==> config.mk <==
export PLATFORM = sky130hd
export DESIGN_NAME = fetch_unit_flat
export DESIGN_NICKNAME = d
export VERILOG_FILES = /design/src/rtl/fetch_if.sv /design/src/rtl/fetch_unit.sv /design/src/flat_wrapper.sv
export SDC_FILE = /design/constraint.sdc
export NUM_CORES = 1
export LEC_CHECK = 0
export CAP_MARGIN = 20
export CORE_ASPECT_RATIO = 0.7
export CORE_UTILIZATION = 30
export DETAILED_ROUTE_END_ITERATION = 6
export SYNTH_ARGS = -nofsm -noshare
export SYNTH_HDL_FRONTEND = slang
export SYNTH_SLANG_ARGS = --single-unit
==> constraint.sdc <==
create_clock -name clk -period 2.7 [get_ports clk]
set_clock_uncertainty 0.15 [all_clocks]
set_input_delay 0.54 -clock clk [delete_from_list [all_inputs] [get_ports clk]]
set_output_delay 0.54 -clock clk [all_outputs]
set_load 0.005 [all_outputs]
==> src/rtl/fetch_if.sv <==
// fetch_if: fetch-to-imem/decode bus bundle.
// master = fetch unit side, slave = memory/decode side.
interface fetch_if;
  logic        run;
  logic [31:0] imem_addr;
  logic [31:0] imem_rdata;
  logic        redirect_valid;
  logic [31:0] redirect_target;
  logic        inst_valid;
  logic [31:0] inst;
  logic [31:0] inst_pc;
  logic        inst_ready;
  logic        misalign;

  modport master (
    input  run,
    input  imem_rdata,
    input  redirect_valid,
    input  redirect_target,
    input  inst_ready,
    output imem_addr,
    output inst_valid,
    output inst,
    output inst_pc,
    output misalign
  );

  modport slave (
    output run,
    output imem_rdata,
    output redirect_valid,
    output redirect_target,
    output inst_ready,
    input  imem_addr,
    input  inst_valid,
    input  inst,
    input  inst_pc,
    input  misalign
  );
endinterface

==> src/rtl/fetch_unit.sv <==
// fetch_unit: PC sequencer with a small prefetch FIFO.
// Redirects flush the FIFO and restart at the target.
module fetch_unit #(
  parameter logic [31:0] RESET_PC = 32'h0000_0000,
  parameter int          DEPTH    = 2
) (
  input logic     clk,
  input logic     rst_n,
  fetch_if.master bus
);
  localparam int AW = $clog2(DEPTH);
  localparam logic [AW:0]   FULL = (AW+1)'(DEPTH);
  localparam logic [AW:0]   CONE = (AW+1)'(1);
  localparam logic [AW-1:0] PONE = AW'(1);

  logic [31:0]   pc;
  logic [AW:0]   count;
  logic [AW-1:0] rd;
  logic [AW-1:0] wr;
  logic [31:0]   wq [DEPTH];
  logic [31:0]   pq [DEPTH];
  logic          mis;
  logic          deq;
  logic          enq;

  assign deq = bus.inst_valid && bus.inst_ready;
  assign enq = bus.run && !bus.redirect_valid
            && (count < FULL || deq);

  assign bus.imem_addr  = pc;
  assign bus.inst_valid = (count != '0);
  assign bus.inst       = wq[rd];
  assign bus.inst_pc    = pq[rd];
  assign bus.misalign   = mis;

  // PC, pointers and occupancy; redirect wins over enq/deq.
  always_ff @(posedge clk or negedge rst_n) begin
    if (!rst_n) begin
      pc    <= RESET_PC;
      count <= '0;
      rd    <= '0;
      wr    <= '0;
    end else if (bus.redirect_valid) begin
      pc    <= {bus.redirect_target[31:2], 2'b00};
      count <= '0;
      rd    <= '0;
      wr    <= '0;
    end else begin
      if (enq) begin
        pc <= pc + 32'd4;
        wr <= wr + PONE;
      end
      if (deq) rd <= rd + PONE;
      case ({enq, deq})
        2'b10:   count <= count + CONE;
        2'b01:   count <= count - CONE;
        default: count <= count;
      endcase
    end
  end

  // FIFO storage: capture the word returned for the current pc.
  always_ff @(posedge clk or negedge rst_n) begin
    if (!rst_n) begin
      for (int i = 0; i < DEPTH; i++) begin
        wq[i] <= '0;
        pq[i] <= '0;
      end
    end else if (enq) begin
      wq[wr] <= bus.imem_rdata;
      pq[wr] <= pc;
    end
  end

  // One-cycle flag for a redirect to a non-word-aligned target.
  always_ff @(posedge clk or negedge rst_n) begin
    if (!rst_n) mis <= 1'b0;
    else        mis <= bus.redirect_valid
                    && (bus.redirect_target[1:0] != 2'b00);
  end
endmodule

==> src/flat_wrapper.sv <==
// flat-port wrapper written by rule: the top's interface ports become plain ports
module fetch_unit_flat 
#(
  parameter logic [31:0] RESET_PC = 32'h0000_0000,
  parameter int          DEPTH    = 2
)
  (clk, rst_n, bus_run, bus_imem_rdata, bus_redirect_valid, bus_redirect_target, bus_inst_ready, bus_imem_addr, bus_inst_valid, bus_inst, bus_inst_pc, bus_misalign);
  fetch_if bus_i ();
  input logic clk;
  input logic rst_n;
  input wire logic [$bits(bus_i.run)-1:0] bus_run;
  input wire logic [$bits(bus_i.imem_rdata)-1:0] bus_imem_rdata;
  input wire logic [$bits(bus_i.redirect_valid)-1:0] bus_redirect_valid;
  input wire logic [$bits(bus_i.redirect_target)-1:0] bus_redirect_target;
  input wire logic [$bits(bus_i.inst_ready)-1:0] bus_inst_ready;
  output wire logic [$bits(bus_i.imem_addr)-1:0] bus_imem_addr;
  output wire logic [$bits(bus_i.inst_valid)-1:0] bus_inst_valid;
  output wire logic [$bits(bus_i.inst)-1:0] bus_inst;
  output wire logic [$bits(bus_i.inst_pc)-1:0] bus_inst_pc;
  output wire logic [$bits(bus_i.misalign)-1:0] bus_misalign;
  assign bus_i.run = bus_run;
  assign bus_i.imem_rdata = bus_imem_rdata;
  assign bus_i.redirect_valid = bus_redirect_valid;
  assign bus_i.redirect_target = bus_redirect_target;
  assign bus_i.inst_ready = bus_inst_ready;
  assign bus_imem_addr = bus_i.imem_addr;
  assign bus_inst_valid = bus_i.inst_valid;
  assign bus_inst = bus_i.inst;
  assign bus_inst_pc = bus_i.inst_pc;
  assign bus_misalign = bus_i.misalign;
  fetch_unit #(.RESET_PC(RESET_PC), .DEPTH(DEPTH)) u_core (.clk(clk), .rst_n(rst_n), .bus(bus_i));
endmodule
# Yosys cells after proc, flatten, opt, wreduce, memory -nomap -nowiden
# Index checks and enable logic that the tools add are counted.
# word_totals
register_bits	165
# op_classes
eq_ne	2
n_reduce_logical	12
n_lt_le_gt_ge	4
bitwise	2
n_addsub	5
mux	18
# op_table
operator	count
32-bit 2-to-1 mux	9
64-bit bitwise mux	2
32-bit by 3-bit adder with 32-bit output (second input constant)	1
32-bit demux with 1-bit select	1
2-bit nonzero test	4
1-bit logical AND	5
2-bit greater-or-equal comparator (second input constant)	2
1-bit 2-to-1 mux	4
1-bit NOT with 2-bit output	2
2-bit one-hot mux with 2 select lines	1
3-bit nonzero test	1
1-bit adder (second input constant)	2
2-bit by 1-bit adder with 2-bit output (second input constant)	1
2-bit by 1-bit equality test with 1-bit output (second input constant)	1
2-bit equality test (second input constant)	1
2-bit by 1-bit < comparator with 1-bit output (second input constant)	1
2-bit < comparator (second input constant)	1
2-bit 2-to-1 mux	1
2-bit by 1-bit subtractor with 2-bit output (second input constant)	1
1-bit zero test	1
1-bit logical OR	1

# Longest topological paths before layout
# depth
word_depth	7
mapped_depth	6
depth_no_buf	5

# Least setup slack after synthesis
# Ideal clock, no wire load.
# synth_timing
path_kind	register to register
from	register u_core.pc[2], in the netlist u_core.bus.imem_addr[2]
to	register u_core.pc[24], in the netlist u_core.bus.imem_addr[24]
arrival_time_ns	1.887
setup_time_ns	0.082
synth_period_minus_slack_ns	2.119
stages_incl_launch_ff	7
path_slack_ns	0.581
path_buffers	1
path_cell_list	dfrtp_1 -> ha_1 -> nand2_1 -> or4_1 -> buf_2 -> or4_1 -> a31oi_1
# synth_via
elab_chain_cells	3
# synth_lines
element	line_no	text
start: declaration	fetch_unit.sv:16	logic [31:0] pc;
start signal: assignment	fetch_unit.sv:44	pc <= {bus.redirect_target[31:2], 2'b00};
start signal: assignment	fetch_unit.sv:50	pc <= pc + 32'd4;
32-bit by 3-bit adder with 32-bit output	fetch_unit.sv:50	
32-bit 2-to-1 mux	fetch_unit.sv:49	if (enq) begin
32-bit 2-to-1 mux	fetch_unit.sv:43	end else if (bus.redirect_valid) begin
# Every way passes these cells. The select of a mux whose other input is x is not followed.
# A chain may end at the register's enable or synchronous reset.

# Final worst setup path
# layout_timing
from	register u_core.rd
to	output bus_inst_pc[19]
# layout_via
elab_chain_cells	4
# layout_lines
element	line_no	text
start: declaration	fetch_unit.sv:18	logic [AW-1:0] rd;
start signal: assignment	fetch_unit.sv:53	if (deq) rd <= rd + PONE;
1-bit NOT with 2-bit output (implied by the code)	fetch_unit.sv:33	assign bus.inst_pc = pq[rd];
32-bit 2-to-1 mux (implied by the code) (3 in series)	fetch_unit.sv:33	
end: declaration	flat_wrapper.sv:19	output wire logic [$bits(bus_i.inst_pc)-1:0] bus_inst_pc;
# Every way passes these cells. The select of a mux whose other input is x is not followed.

==> out/summary.md <==
### Clocking
- Skew-Pair Late Insertion Delay: 430 ps
- number of buffers created by CTS: 17
- clock-pin transition on the worst setup and hold timing paths: 70 ps
- CTS Root Cell: sky130_fd_sc_hd__clkbuf_16
- clk sink count: 159
- CTS H-tree depth: 4
- TritonCTS clock tree: done
- CTS Buffer Depth: 2

### Detailed routing
- total met3 wirelength after detailed routing: 1260 µm
- Top Metal Used: met5
- initial drt markers: 140
- Antenna Nets Post-Route: 0
- Via-to-Cell Ratio: 4.87
- total length of routed wires: 20000 µm
- remaining routing DRC violations: 0
- number of vias after detailed routing: 5426
- routed length on met1: 10000 µm
- length of routed met2 wiring: 8500 µm
- length of the first detailed-routing pass in iterations: 4
- detail-routed net length per standard cell: 18.0 µm

### Critical path
- Critical path origin: u_core.rd$_DFFE_PN0P_
- Crit path required time: 2010 ps
- r2r setup slk: 400 ps
- R2R cell count: 5
- CP Data Arrival Time: 1950 ps
- critical path peak fanout: 6
- nature of the critical path startpoint: flop
- r2r startpoint: u_core.bus.imem_addr[8]$_DFFE_PN0P_
- crit path to: bus_inst_pc[19]
- reg-to-reg critical path endpoint: u_core.bus.imem_addr[29]$_DFFE_PN0P_
- element type at the critical path end: primary output
- Setup CP Type: flop to primary output

### Finish
- Multi-input gate area: 3330 µm²
- Diodes inserted: 0
- number of nets in the final layout: 853
- layout filler cell count: 2212
- fraction of layout instances using a drive strength above 1: 34.3%
- final design area excluding fillers: 10700 µm²
- total area of sequential cells: 3980 µm²
- utilization after layout: 44.6%
- number of standard cells in the final layout excluding fillers: 1114
- signed area change from the synthesized netlist to the final layout: 43.0%

### Run status
- result of the run: finished, final reports clean

### Global routing
- initial antenna violation count: 2
- global-route wire length before repair: 31100 µm
- number of global-route vias before repair: 5485
- total gr overflow: 0
- pin count of the biggest net entering global routing: 53
- overall routing resource usage: 15.8%

### Synthesis
- yosys synthesis warning count: 0
- flip-flop and latch count after synthesis: 159
- instance count of the mapped netlist: 592
- average instance area after synthesis: 12.7 µm²
- fraction of post-synthesis cell area in the top cell type by area: 53.1%
- library cell with the largest summed area after synthesis: sky130_fd_sc_hd__dfrtp_1
- largest cells by area after synthesis: sky130_fd_sc_hd__dfrtp_1 53%, sky130_fd_sc_hd__mux2_2 27%, sky130_fd_sc_hd__nand2_1 1.6%
- sequential element share of the synthesized area: 53.1%
- post-synth cell types: 44
- post-synthesis instance area: 7490 µm²

### Timing
- f_max: 378 MHz
- unrepaired setup endpoints after global routing: true
- number of hold-slack violations in the final timing report: 0
- Slew @ Worst Pin: 557 ps
- final-layout setup total negative slack: 0 ps
- final number of max-transition violations: 0
- final count of negative-setup-slack endpoints: 0
- share of the cycle needed by the critical path after routing: 97.9%
- worst-case headroom to the max-slew limit: 62.9%
- shortest clock period the worst path allows after layout: 2640 ps

### Run
- Max Cap Violations: 0

### Pwr
- largest voltage drop on the vdd net: 0.000439 V
- switching component of the power: 0.00205 W
- clock share of power: 33.9%
- Power Density: 764 nW/µm²
- Total Power Consumption: 0.00819 W
- internal power: 0.00614 W
- register share of total power: 40.7%
- combinational power share: 25.4%
- switching part of the total power: 25.0%
- leakage: 4.69 nW

### Place
- instance count after placement with tap cells included: 1071
- HPWL reported at the end of detailed placement: 13600 µm
- instance area at placement: 9750 µm²
- final weighted congestion in routability-driven placement: 0.785
- count of port buffers added during placement: 162

### Die
- x dimension of the die: 191 µm
- standard-cell rows: 47
- initial standard-cell utilization of the core: 31.2%
- Die Ht: 134 µm
- I/O pin total: 167
- DIE AREA: 25600 µm²
- Floorplan Core Area: 24100 µm²

### Worst hold path
- path type of the worst min-delay path: flop to flop

## per-stage QoR
stage | hold WS (ps) | setup slack (ps)
floorplan | 94.4 | 581
global placement | 313 | -14.7
detailed placement | 322 | -26.1
CTS | 341 | 5.62
global route | 347 | -13.7
finish | 334 | 55.5
## kinds of logic (layout without fill, tap and decap cells)
kind of cell	Yosys count	after routing	share of synthesized area (%)
AND/OR/NAND/NOR	134	134	9.77
adder cells (fa/ha/maj)	1	1	0.167
XOR/XNOR	10	10	1.17
flip-flops	159	159	53.1
buffers and inverters	45	246	2.64
other	1	4	0.0500
multiplexers	187	187	28.1
AO/OA/AOI/OAI	55	55	5.03
## cells in the final DEF (no fill, tap or decap), types with 6 or more instances in the layout
cell	n
sky130_fd_sc_hd__buf_4	31
sky130_fd_sc_hd__nor2b_1	7
sky130_fd_sc_hd__a31oi_1	10
sky130_fd_sc_hd__or3_1	7
sky130_fd_sc_hd__o31ai_1	11
sky130_fd_sc_hd__mux2_2	181
sky130_fd_sc_hd__nand2_1	32
sky130_fd_sc_hd__clkdlybuf4s50_1	114
sky130_fd_sc_hd__bufinv_16	6
sky130_fd_sc_hd__xor2_1	6
sky130_fd_sc_hd__buf_12	12
sky130_fd_sc_hd__dfrtp_1	158
sky130_fd_sc_hd__clkbuf_16	20
sky130_fd_sc_hd__nand4_1	10
sky130_fd_sc_hd__nor2_1	19
sky130_fd_sc_hd__o21ai_0	16
sky130_fd_sc_hd__dlymetal6s2s_1	44
sky130_fd_sc_hd__or4_1	13
sky130_fd_sc_hd__nand3_1	16
## sequential cells by signal, indices dropped and copies added, names as in the netlist
signal                flops
u_core.wq                64
u_core.pq                60
u_core.bus.imem_addr     30
u_core.count              2
u_core.bus.misalign       1
u_core.rd                 1
u_core.wr                 1
## synth_stat cells
library cell               number
sky130_fd_sc_hd__a221o_1        1
sky130_fd_sc_hd__nor2_1        19
sky130_fd_sc_hd__nor2b_1        7
sky130_fd_sc_hd__xnor2_1        4
sky130_fd_sc_hd__nor3_1         3
sky130_fd_sc_hd__buf_4          4
sky130_fd_sc_hd__nand4_2        1
sky130_fd_sc_hd__nor4_1         4
sky130_fd_sc_hd__a22oi_1        4
sky130_fd_sc_hd__mux2_2       181
sky130_fd_sc_hd__inv_2          1
sky130_fd_sc_hd__a31oi_1       10
sky130_fd_sc_hd__clkbuf_1      25
sky130_fd_sc_hd__and3_1         3
sky130_fd_sc_hd__conb_1         1
sky130_fd_sc_hd__and2_1         2
sky130_fd_sc_hd__dfrtp_1      159
sky130_fd_sc_hd__o21a_1         1
sky130_fd_sc_hd__nand2b_1       2
sky130_fd_sc_hd__or4_4          1
sky130_fd_sc_hd__buf_2         11
sky130_fd_sc_hd__xor2_1         6
sky130_fd_sc_hd__ha_1           1
sky130_fd_sc_hd__o21ai_0       16
sky130_fd_sc_hd__or4_1         13
sky130_fd_sc_hd__nor3b_1        1
sky130_fd_sc_hd__o211ai_1       3
sky130_fd_sc_hd__o31ai_1       11
sky130_fd_sc_hd__o311ai_0       5
sky130_fd_sc_hd__o311a_1        2
sky130_fd_sc_hd__or2_1          1
sky130_fd_sc_hd__nand3b_1       2
sky130_fd_sc_hd__nor3_2         1
sky130_fd_sc_hd__or3_1          7
sky130_fd_sc_hd__nand3_1       16
sky130_fd_sc_hd__inv_1          2
sky130_fd_sc_hd__buf_1          2
sky130_fd_sc_hd__or2_2          5
sky130_fd_sc_hd__mux2i_1        1
sky130_fd_sc_hd__mux2_1         5
sky130_fd_sc_hd__and4_1         4
sky130_fd_sc_hd__nand4_1       10
sky130_fd_sc_hd__o311ai_1       2
sky130_fd_sc_hd__nand2_1       32
## layout make-up
cell class,count,share of cell area (%)
sequential,159,37.2
multi-input combinational,391,31.1
timing repair buffer,211,21.6
clock buffer,18,4.10
tap,318,3.71
clock inverter,14,2.23
inverter,3,0.105
## worst max-delay path: stages, from the launching register on
cell and delay (ps):
sky130_fd_sc_hd__dfrtp_4 500, sky130_fd_sc_hd__buf_4 160, sky130_fd_sc_hd__clkbuf_16 160, sky130_fd_sc_hd__mux2_2 270, sky130_fd_sc_hd__clkdlybuf4s50_1 440
## how the worst min path moves through the flow
stage	from	cells after the start	slack [ps]	to
floorplan	rst_n	0	90	u_core.bus.imem_addr[10]$_DFFE_PN0P_
global placement	u_core.pq[43]$_DFFE_PN0P_	1	310	u_core.pq[43]$_DFFE_PN0P_
CTS	bus_redirect_valid	3	340	u_core.bus.imem_addr[10]$_DFFE_PN0P_
detailed placement	u_core.pq[44]$_DFFE_PN0P_	1	320	u_core.pq[44]$_DFFE_PN0P_
finish	u_core.pq[45]$_DFFE_PN0P_	1	330	u_core.pq[45]$_DFFE_PN0P_
global route	u_core.pq[45]$_DFFE_PN0P_	1	350	u_core.pq[45]$_DFFE_PN0P_
## power groups by stage
stage / clock, W / combinational, W / sequential (W)
after floorplan: 0 / 0.00107 / 0.00327
after global placement: 0 / 0.00209 / 0.00336
after detailed placement: 0 / 0.00211 / 0.00338
after CTS: 0.00287 / 0.00213 / 0.00333
after global routing: 0.00295 / 0.00226 / 0.00342
final: 0.00278 / 0.00208 / 0.00333
## what timing repair did
action / CTS / global route
hold endpoints to repair: 48 / 0
hold buffers: 1 / 0
gates cloned: 0 / 4
setup buffers: 1 / 5
endpoints found under the setup margin: 50 / 36
resized for setup: 3 / 49
## per-layer routing
metal,track usage [%],vias to the layer above
met5,0,-
met4,4.84,2
met3,5.05,21
met2,22.2,132
met1,22.8,2725
li1,-,2546
Note: power is estimated with default switching activity, not from simulation.
